==> config.mk <==
export PLATFORM = sky130hd
export DESIGN_NAME = halt_run_ctrl_flat
export DESIGN_NICKNAME = d
export VERILOG_FILES = /design/src/rtl/cpu_ctrl_pkg.sv /design/src/rtl/halt_run_ctrl_if.sv /design/src/rtl/ctrl_down_counter.sv /design/src/rtl/halt_run_ctrl.sv /design/src/flat_wrapper.sv
export SDC_FILE = /design/constraint.sdc
export NUM_CORES = 1
export LEC_CHECK = 0
export ABC_AREA = 1
export CAP_MARGIN = 20
export CORE_MARGIN = 8
export CORE_UTILIZATION = 44
export DETAILED_ROUTE_END_ITERATION = 12
export PLACE_DENSITY = 0.78
export SKIP_LAST_GASP = 1
export SYNTH_ARGS = -nofsm -noshare
export SYNTH_HDL_FRONTEND = slang
export SYNTH_SLANG_ARGS = --single-unit
==> constraint.sdc <==
create_clock -name clk -period 1.7 [get_ports clk]
set_clock_uncertainty 0.2 [all_clocks]
set_input_delay 0.34 -clock clk [delete_from_list [all_inputs] [get_ports clk]]
set_output_delay 0.34 -clock clk [all_outputs]
set_load 0.05 [all_outputs]
==> src/rtl/cpu_ctrl_pkg.sv <==
// Shared types and helpers for the CPU run controller: halt encodings,
// controller state encoding and the halt decoder.
package cpu_ctrl_pkg;

   localparam logic [15:0] HALT_INSTR_A = 16'hE000;
   localparam logic [15:0] HALT_INSTR_B = 16'hE7FF;

   typedef enum logic [2:0] {
      ST_IDLE,
      ST_RESET,
      ST_RUN,
      ST_DRAIN,
      ST_READ,
      ST_WAIT,
      ST_DONE,
      ST_ERROR
   } run_state_t;

   // Bubbles never count as a halt, even if the instruction bus carries the encoding.
   function automatic logic is_halt(input logic [15:0] instr, input logic instr_valid);
      return instr_valid && ((instr == HALT_INSTR_A) || (instr == HALT_INSTR_B));
   endfunction

endpackage

==> src/rtl/halt_run_ctrl_if.sv <==
// Read-only handshake between the run controller and the data-memory arbiter.
interface halt_run_ctrl_if #(
   parameter int ADDR_W = 8,
   parameter int DATA_W = 16
);

   logic              mem_req;
   logic [ADDR_W-1:0] mem_addr;
   logic              mem_gnt;
   logic [DATA_W-1:0] mem_rdata;

   modport master (
      output mem_req,
      output mem_addr,
      input  mem_gnt,
      input  mem_rdata
   );

   modport slave (
      input  mem_req,
      input  mem_addr,
      output mem_gnt,
      output mem_rdata
   );

endinterface

==> src/rtl/ctrl_down_counter.sv <==
// Loadable down-counter that stops at zero; shared by the reset and drain phases.
module ctrl_down_counter #(
   parameter int W = 8
) (
   input  logic         clk,
   input  logic         reset_n,
   input  logic         load,
   input  logic [W-1:0] load_value,
   input  logic         enable,
   output logic         zero
);

   logic [W-1:0] count;

   // Load takes priority so a phase can restart its count on the entry edge.
   always_ff @(posedge clk or negedge reset_n) begin
      if (!reset_n) begin
         count <= '0;
      end else if (load) begin
         count <= load_value;
      end else if (enable && (count != '0)) begin
         count <= count - 1'b1;
      end
   end

   assign zero = (count == '0);

endmodule

==> src/rtl/halt_run_ctrl.sv <==
// Run controller: holds the core in reset, runs it until a halt, drains the
// pipeline and fetches one result word through the data-memory arbiter.
module halt_run_ctrl
   import cpu_ctrl_pkg::*;
#(
   parameter int RESET_CYCLES   = 4,
   parameter int DRAIN_CYCLES   = 10,
   parameter int MAX_RUN_CYCLES = 65536,
   parameter int ADDR_W         = 8,
   parameter int DATA_W         = 16,
   parameter int RESULT_ADDR    = 1
) (
   input  logic              clk,
   input  logic              reset_n,
   input  logic              start,
   input  logic              abort,
   input  logic [15:0]       instr,
   input  logic              instr_valid,
   output logic              core_reset,
   halt_run_ctrl_if.master   mem,
   output logic              busy,
   output logic              done,
   output logic              timeout,
   output logic [DATA_W-1:0] result,
   output logic [31:0]       run_cycles
);

   localparam int CNT_MAX = (RESET_CYCLES > DRAIN_CYCLES) ? RESET_CYCLES : DRAIN_CYCLES;
   localparam int CNT_W   = $clog2(CNT_MAX) + 1;

   run_state_t state;
   run_state_t next_state;

   logic             cnt_load;
   logic [CNT_W-1:0] cnt_value;
   logic             cnt_en;
   logic             cnt_zero;
   logic             restart;

   ctrl_down_counter #(
      .W (CNT_W)
   ) u_counter (
      .clk        (clk),
      .reset_n    (reset_n),
      .load       (cnt_load),
      .load_value (cnt_value),
      .enable     (cnt_en),
      .zero       (cnt_zero)
   );

   always_ff @(posedge clk or negedge reset_n) begin
      if (!reset_n) begin
         state <= ST_IDLE;
      end else begin
         state <= next_state;
      end
   end

   assign restart = start && ((state == ST_IDLE) || (state == ST_DONE) || (state == ST_ERROR));

   // Next-state and counter control; abort overrides every other transition.
   always_comb begin
      next_state = state;
      cnt_load   = 1'b0;
      cnt_value  = '0;
      cnt_en     = 1'b0;
      case (state)
         ST_IDLE, ST_DONE, ST_ERROR: begin
            if (start) begin
               next_state = ST_RESET;
               cnt_load   = 1'b1;
               cnt_value  = CNT_W'(RESET_CYCLES - 1);
            end
         end
         ST_RESET: begin
            if (cnt_zero) begin
               next_state = ST_RUN;
            end else begin
               cnt_en = 1'b1;
            end
         end
         ST_RUN: begin
            if (is_halt(instr, instr_valid)) begin
               next_state = ST_DRAIN;
               cnt_load   = 1'b1;
               cnt_value  = CNT_W'(DRAIN_CYCLES - 1);
            end else if (run_cycles == 32'(MAX_RUN_CYCLES - 1)) begin
               next_state = ST_ERROR;
            end
         end
         ST_DRAIN: begin
            if (cnt_zero) begin
               next_state = ST_READ;
            end else begin
               cnt_en = 1'b1;
            end
         end
         ST_READ: begin
            if (mem.mem_gnt) begin
               next_state = ST_WAIT;
            end
         end
         ST_WAIT: begin
            next_state = ST_DONE;
         end
         default: begin
            next_state = ST_IDLE;
         end
      endcase
      if (abort) begin
         next_state = ST_IDLE;
         cnt_load   = 1'b0;
         cnt_en     = 1'b0;
      end
   end

   // Cycle statistic: cleared on an accepted start, counts RUN cycles, frozen by abort.
   always_ff @(posedge clk or negedge reset_n) begin
      if (!reset_n) begin
         run_cycles <= '0;
      end else if (!abort) begin
         if (restart) begin
            run_cycles <= '0;
         end else if (state == ST_RUN) begin
            run_cycles <= run_cycles + 32'd1;
         end
      end
   end

   // Read data arrives the cycle after the grant, which is exactly the WAIT state.
   always_ff @(posedge clk or negedge reset_n) begin
      if (!reset_n) begin
         result <= '0;
      end else if ((state == ST_WAIT) && !abort) begin
         result <= mem.mem_rdata;
      end
   end

   assign core_reset   = (state == ST_IDLE) || (state == ST_RESET) ||
                         (state == ST_DONE) || (state == ST_ERROR);
   assign mem.mem_req  = (state == ST_READ);
   assign mem.mem_addr = (state == ST_READ) ? ADDR_W'(RESULT_ADDR) : '0;
   assign busy         = (state == ST_RESET) || (state == ST_RUN) || (state == ST_DRAIN) ||
                         (state == ST_READ)  || (state == ST_WAIT);
   assign done         = (state == ST_DONE);
   assign timeout      = (state == ST_ERROR);

endmodule

==> src/flat_wrapper.sv <==
// flat-port wrapper written by rule: the top's interface ports become plain ports
module halt_run_ctrl_flat import cpu_ctrl_pkg::*;
#(
   parameter int RESET_CYCLES   = 4,
   parameter int DRAIN_CYCLES   = 10,
   parameter int MAX_RUN_CYCLES = 65536,
   parameter int ADDR_W         = 8,
   parameter int DATA_W         = 16,
   parameter int RESULT_ADDR    = 1
)
  (clk, reset_n, start, abort, instr, instr_valid, core_reset, busy, done, timeout, result, run_cycles, mem_mem_req, mem_mem_addr, mem_mem_gnt, mem_mem_rdata);
  halt_run_ctrl_if #(.ADDR_W(ADDR_W), .DATA_W(DATA_W)) mem_i ();
  input  logic clk;
  input  logic reset_n;
  input  logic start;
  input  logic abort;
  input  logic [15:0] instr;
  input  logic instr_valid;
  output logic core_reset;
  output logic busy;
  output logic done;
  output logic timeout;
  output logic [DATA_W-1:0] result;
  output logic [31:0] run_cycles;
  output wire logic [$bits(mem_i.mem_req)-1:0] mem_mem_req;
  output wire logic [$bits(mem_i.mem_addr)-1:0] mem_mem_addr;
  input wire logic [$bits(mem_i.mem_gnt)-1:0] mem_mem_gnt;
  input wire logic [$bits(mem_i.mem_rdata)-1:0] mem_mem_rdata;
  assign mem_mem_req = mem_i.mem_req;
  assign mem_mem_addr = mem_i.mem_addr;
  assign mem_i.mem_gnt = mem_mem_gnt;
  assign mem_i.mem_rdata = mem_mem_rdata;
  halt_run_ctrl #(.RESET_CYCLES(RESET_CYCLES), .DRAIN_CYCLES(DRAIN_CYCLES), .MAX_RUN_CYCLES(MAX_RUN_CYCLES), .ADDR_W(ADDR_W), .DATA_W(DATA_W), .RESULT_ADDR(RESULT_ADDR)) u_core (.clk(clk), .reset_n(reset_n), .start(start), .abort(abort), .instr(instr), .instr_valid(instr_valid), .core_reset(core_reset), .mem(mem_i), .busy(busy), .done(done), .timeout(timeout), .result(result), .run_cycles(run_cycles));
endmodule
==> results.md <==
* Status: finished, violations left
* Final Hold Violating Endpoints at 0
* Total power density per cell area at around 1400 nW/um^2
* Die H at between 100 and 150 um
* Setup crit end kind: register
* Reg2Reg Depth at 11
* Hold WC Path Type: input pin to async pin
* Port Buf Inserts at 91
* Placed cell count at 731
* Synth Instances at between 400 and 500
* TritonCTS clock tree: done
* Synth top area share at between 30% and 40%
* Starting density of the core at roughly 46%
* Grt ovf at 0
* CP arrival at 2080 ps
* CP Data Required Time at around 1800 ps
* Largest family of logic cells by synthesized area: simple AND/OR/NAND/NOR gates
* Synthesis-stage register bit count at 56
* Routed len/inst at approximately 21 um
* Design area at between 6000 and 7000 sq um
* Yosys warning count at 0
* DP Area at between 5000 and 6000 sq um
* Fraction of layout cells with a size suffix above 1 at between 40% and 50%
* Largest net degree at the start of global routing at between 50 and 60
* Clock latency on the worst-skew pair at approximately 340 ps
* Synth Area in Simple Gates at approximately 37%
* Fraction of the mapped netlist area in adder cells at under 10%
* P&R area growth vs syn at 90.0%
* Async SR Flop Fraction at between 90% and 100%
* Die W at about 110 um
* Predominant post-synthesis flop cell: dfrtp_1
* Sequential-to-total area share from yosys stat at 39.8%
* RSZ-0062 raised after global routing: yes
* Final worst setup slack at -304 ps
* R2R Path Start: u_core.state[2]
* Via density at around 5.9
* Gr usage total at about 23%
* DR pass1 iterations at 8
* Max Fanout on Critical Path at 7
* R2R Path End: u_core.run_cycles[24]
* Failing checks: setup timing
* Die footprint at between 10000 and 15000 sq um
* CP Class: register to register
* Filler cell count at between 300 and 400
* Number of I/O pins at 99
* Pre-CTS setup slack at -313 ps
* Flop2flop setup slack at -300 ps
* ANT cells at 0
* Vias in the first global route at between 4000 and 5000
* 1st-iter DRT viols at between 500 and 600
* Setup violators final at 64
* Final HPWL DP at 9.27 mm
* Fin crit period at around 2000 ps
* Post-Route WL at ~16 mm
* Count of clock tree sinks at 56
* Most numerous cell in the Yosys netlist: nand2_1
* Post-synth EDFFs at 0
* Compound-Gate Fraction of Synth Area at 6.12%
* DR vias at roughly 4600
* Initial antenna violation count at 0
* Total CTS buffers at 5
* Fin nets at 715
* Mux cell area share after synthesis at slightly above 5%
* First-pass GRT wire length at 21.1 mm
* Clock transition at the registers of the reported paths at ~130 ps
* Fmax at 499 MHz
* RePlAce Congestion at roughly 0.93
* CTS Buffer Depth at 2
* Crit share post-route at 118%
* Num rows at 32
* Avg Inst Size Synth at roughly 7.4 sq um
* XOR/XNOR share of the synthesized area at 1.74%
* Core area at just under 8000 sq um
* Peak VDD IR at around 1.2 mV
* Non-filler cells, final at 777
* Max Slew Vio Count at 0
* Synth Cell Area at approximately 3500 sq um
* Total of max-cap violations at 0
* Residual DRC at 0
* Synth area leader: dfrtp_1
* Top cells by count, synth: 115 x nand2_1, 87 x nor2_1, 56 x dfrtp_1, 47 x inv_1, 25 x nand3_1
* Unique masters post-synth at 36
* Nature of the critical path startpoint: register
* CTS root buf: clkbuf_8
* H-tree levels at 2
* Antenna viol nets, final at 0
* Leakage at 2.92 nW
* Synth area leaders: dfrtp_1 40%, nand2_1 12%, nor2_1 9.3%, inv_1 5.0%, nand4_1 3.9%
## logic make-up after synthesis
| kind of cell | Yosys count |
|---|---|
| AO/OA/AOI/OAI | 41 |
| XOR/XNOR | 7 |
| adder cells (fa/ha/maj) | 3 |
| buffers and inverters | 67 |
| flip-flops | 56 |
| multiplexers | 16 |
| other | 1 |
| AND/OR/NAND/NOR | 287 |
## sequential cells by signal, summed over array words and instances (netlist names)
| name | count |
|---|---|
| u_core.run_cycles | 32 |
| u_core.result | 16 |
| u_core.u_counter.count | 5 |
| u_core.state | 3 |
## stage by stage
| stage | TNS [ps] | hold slack, ps | total power, mW | util, % |
|---|---|---|---|---|
| final | -7750 | 317 | 9.12 | 86.5 |
| after global placement | -12440 | 164 | 6.91 | 73.4 |
| after global routing | -10280 | 381 | 9.39 | 86.5 |
| after CTS | -3970 | 339 | 8.32 | 79.9 |
| after floorplan | -1340 | -156 | 4.42 | - |
| after detailed placement | -14620 | 167 | 7.02 | 73.4 |
## what timing repair did
item / CTS / global route
pin swaps: 19 / 22
hold endpoints to repair: 56 / 0
setup buffers: 14 / 19
endpoints found under the setup margin: 26 / 49
cloned: 3 / 2
hold buffers: 1 / 0
gates resized for setup: 50 / 106
## worst max-delay path by stage
stage	start	end	slack [ps]
after floorplan	u_core.run_cycles[0]	u_core.state[1]	-180
after global placement	abort	u_core.state[1]	-270
after detailed placement	abort	u_core.state[1]	-310
after CTS	u_core.state[1]	core_reset	-210
after global routing	u_core.run_cycles[3]	u_core.run_cycles[17]	-330
final	u_core.state[2]	u_core.run_cycles[24]	-300
## routing by layer
layer	GRT usage (%)	share of wire, %	vias up	wire length, um
met1	24.9	34	2150	5560
li1	-	-	1934	-
met4	11.7	5.5	0	897
met3	5.79	10	123	1650
met2	41.1	50	416	8210
met5	0	0	-	0
## critical path, cell delays in order, from the launching register on
cell     delay [ps]
dfrtp_2         490
inv_2            90
buf_6           120
nand3_4          80
nor2_4          150
inv_2            80
nand2_8         140
buf_12          140
nand4_4          90
nand2_1         110
nand2_1          90
nor2_2          140
## where the power goes
part	internal, mW	switching, mW
clock network	0.314	0.563
logic	2.79	3.17
registers	1.74	0.534
total	4.85	4.27
## cells in the final DEF, fill, tap and decap left out, types with 8 or more instances in the layout
cell type	Yosys	final
buf_12	0	60
nand3_4	1	11
inv_1	47	39
nand3_1	25	16
o21ai_1	3	11
inv_2	4	9
a21oi_1	14	9
nand2_1	115	97
nor2_4	3	13
buf_6	0	14
dfrtp_1	56	27
dfrtp_2	0	29
nor3_2	2	8
nor2_1	87	63
nand2_2	2	15
buf_4	9	78
nor3_1	16	9
mux2_1	10	10
nand4_1	22	22
nor2_2	1	15
clkdlybuf4s50_1	0	36
## final cells by class
type / count / area, sq um / share of cell area (%)
Multi-Input combinational cell: 361 / 2320 / 34.7
Clock inverter: 3 / 28.8 / 0.431
Tap cell: 102 / 128 / 1.91
Clock buffer: 5 / 68.8 / 1.03
Inverter: 53 / 218 / 3.26
Sequential cell: 56 / 1440 / 21.5
Timing Repair Buffer: 197 / 2480 / 37.2
No activity file was read; power rests on OpenSTA's default activity.
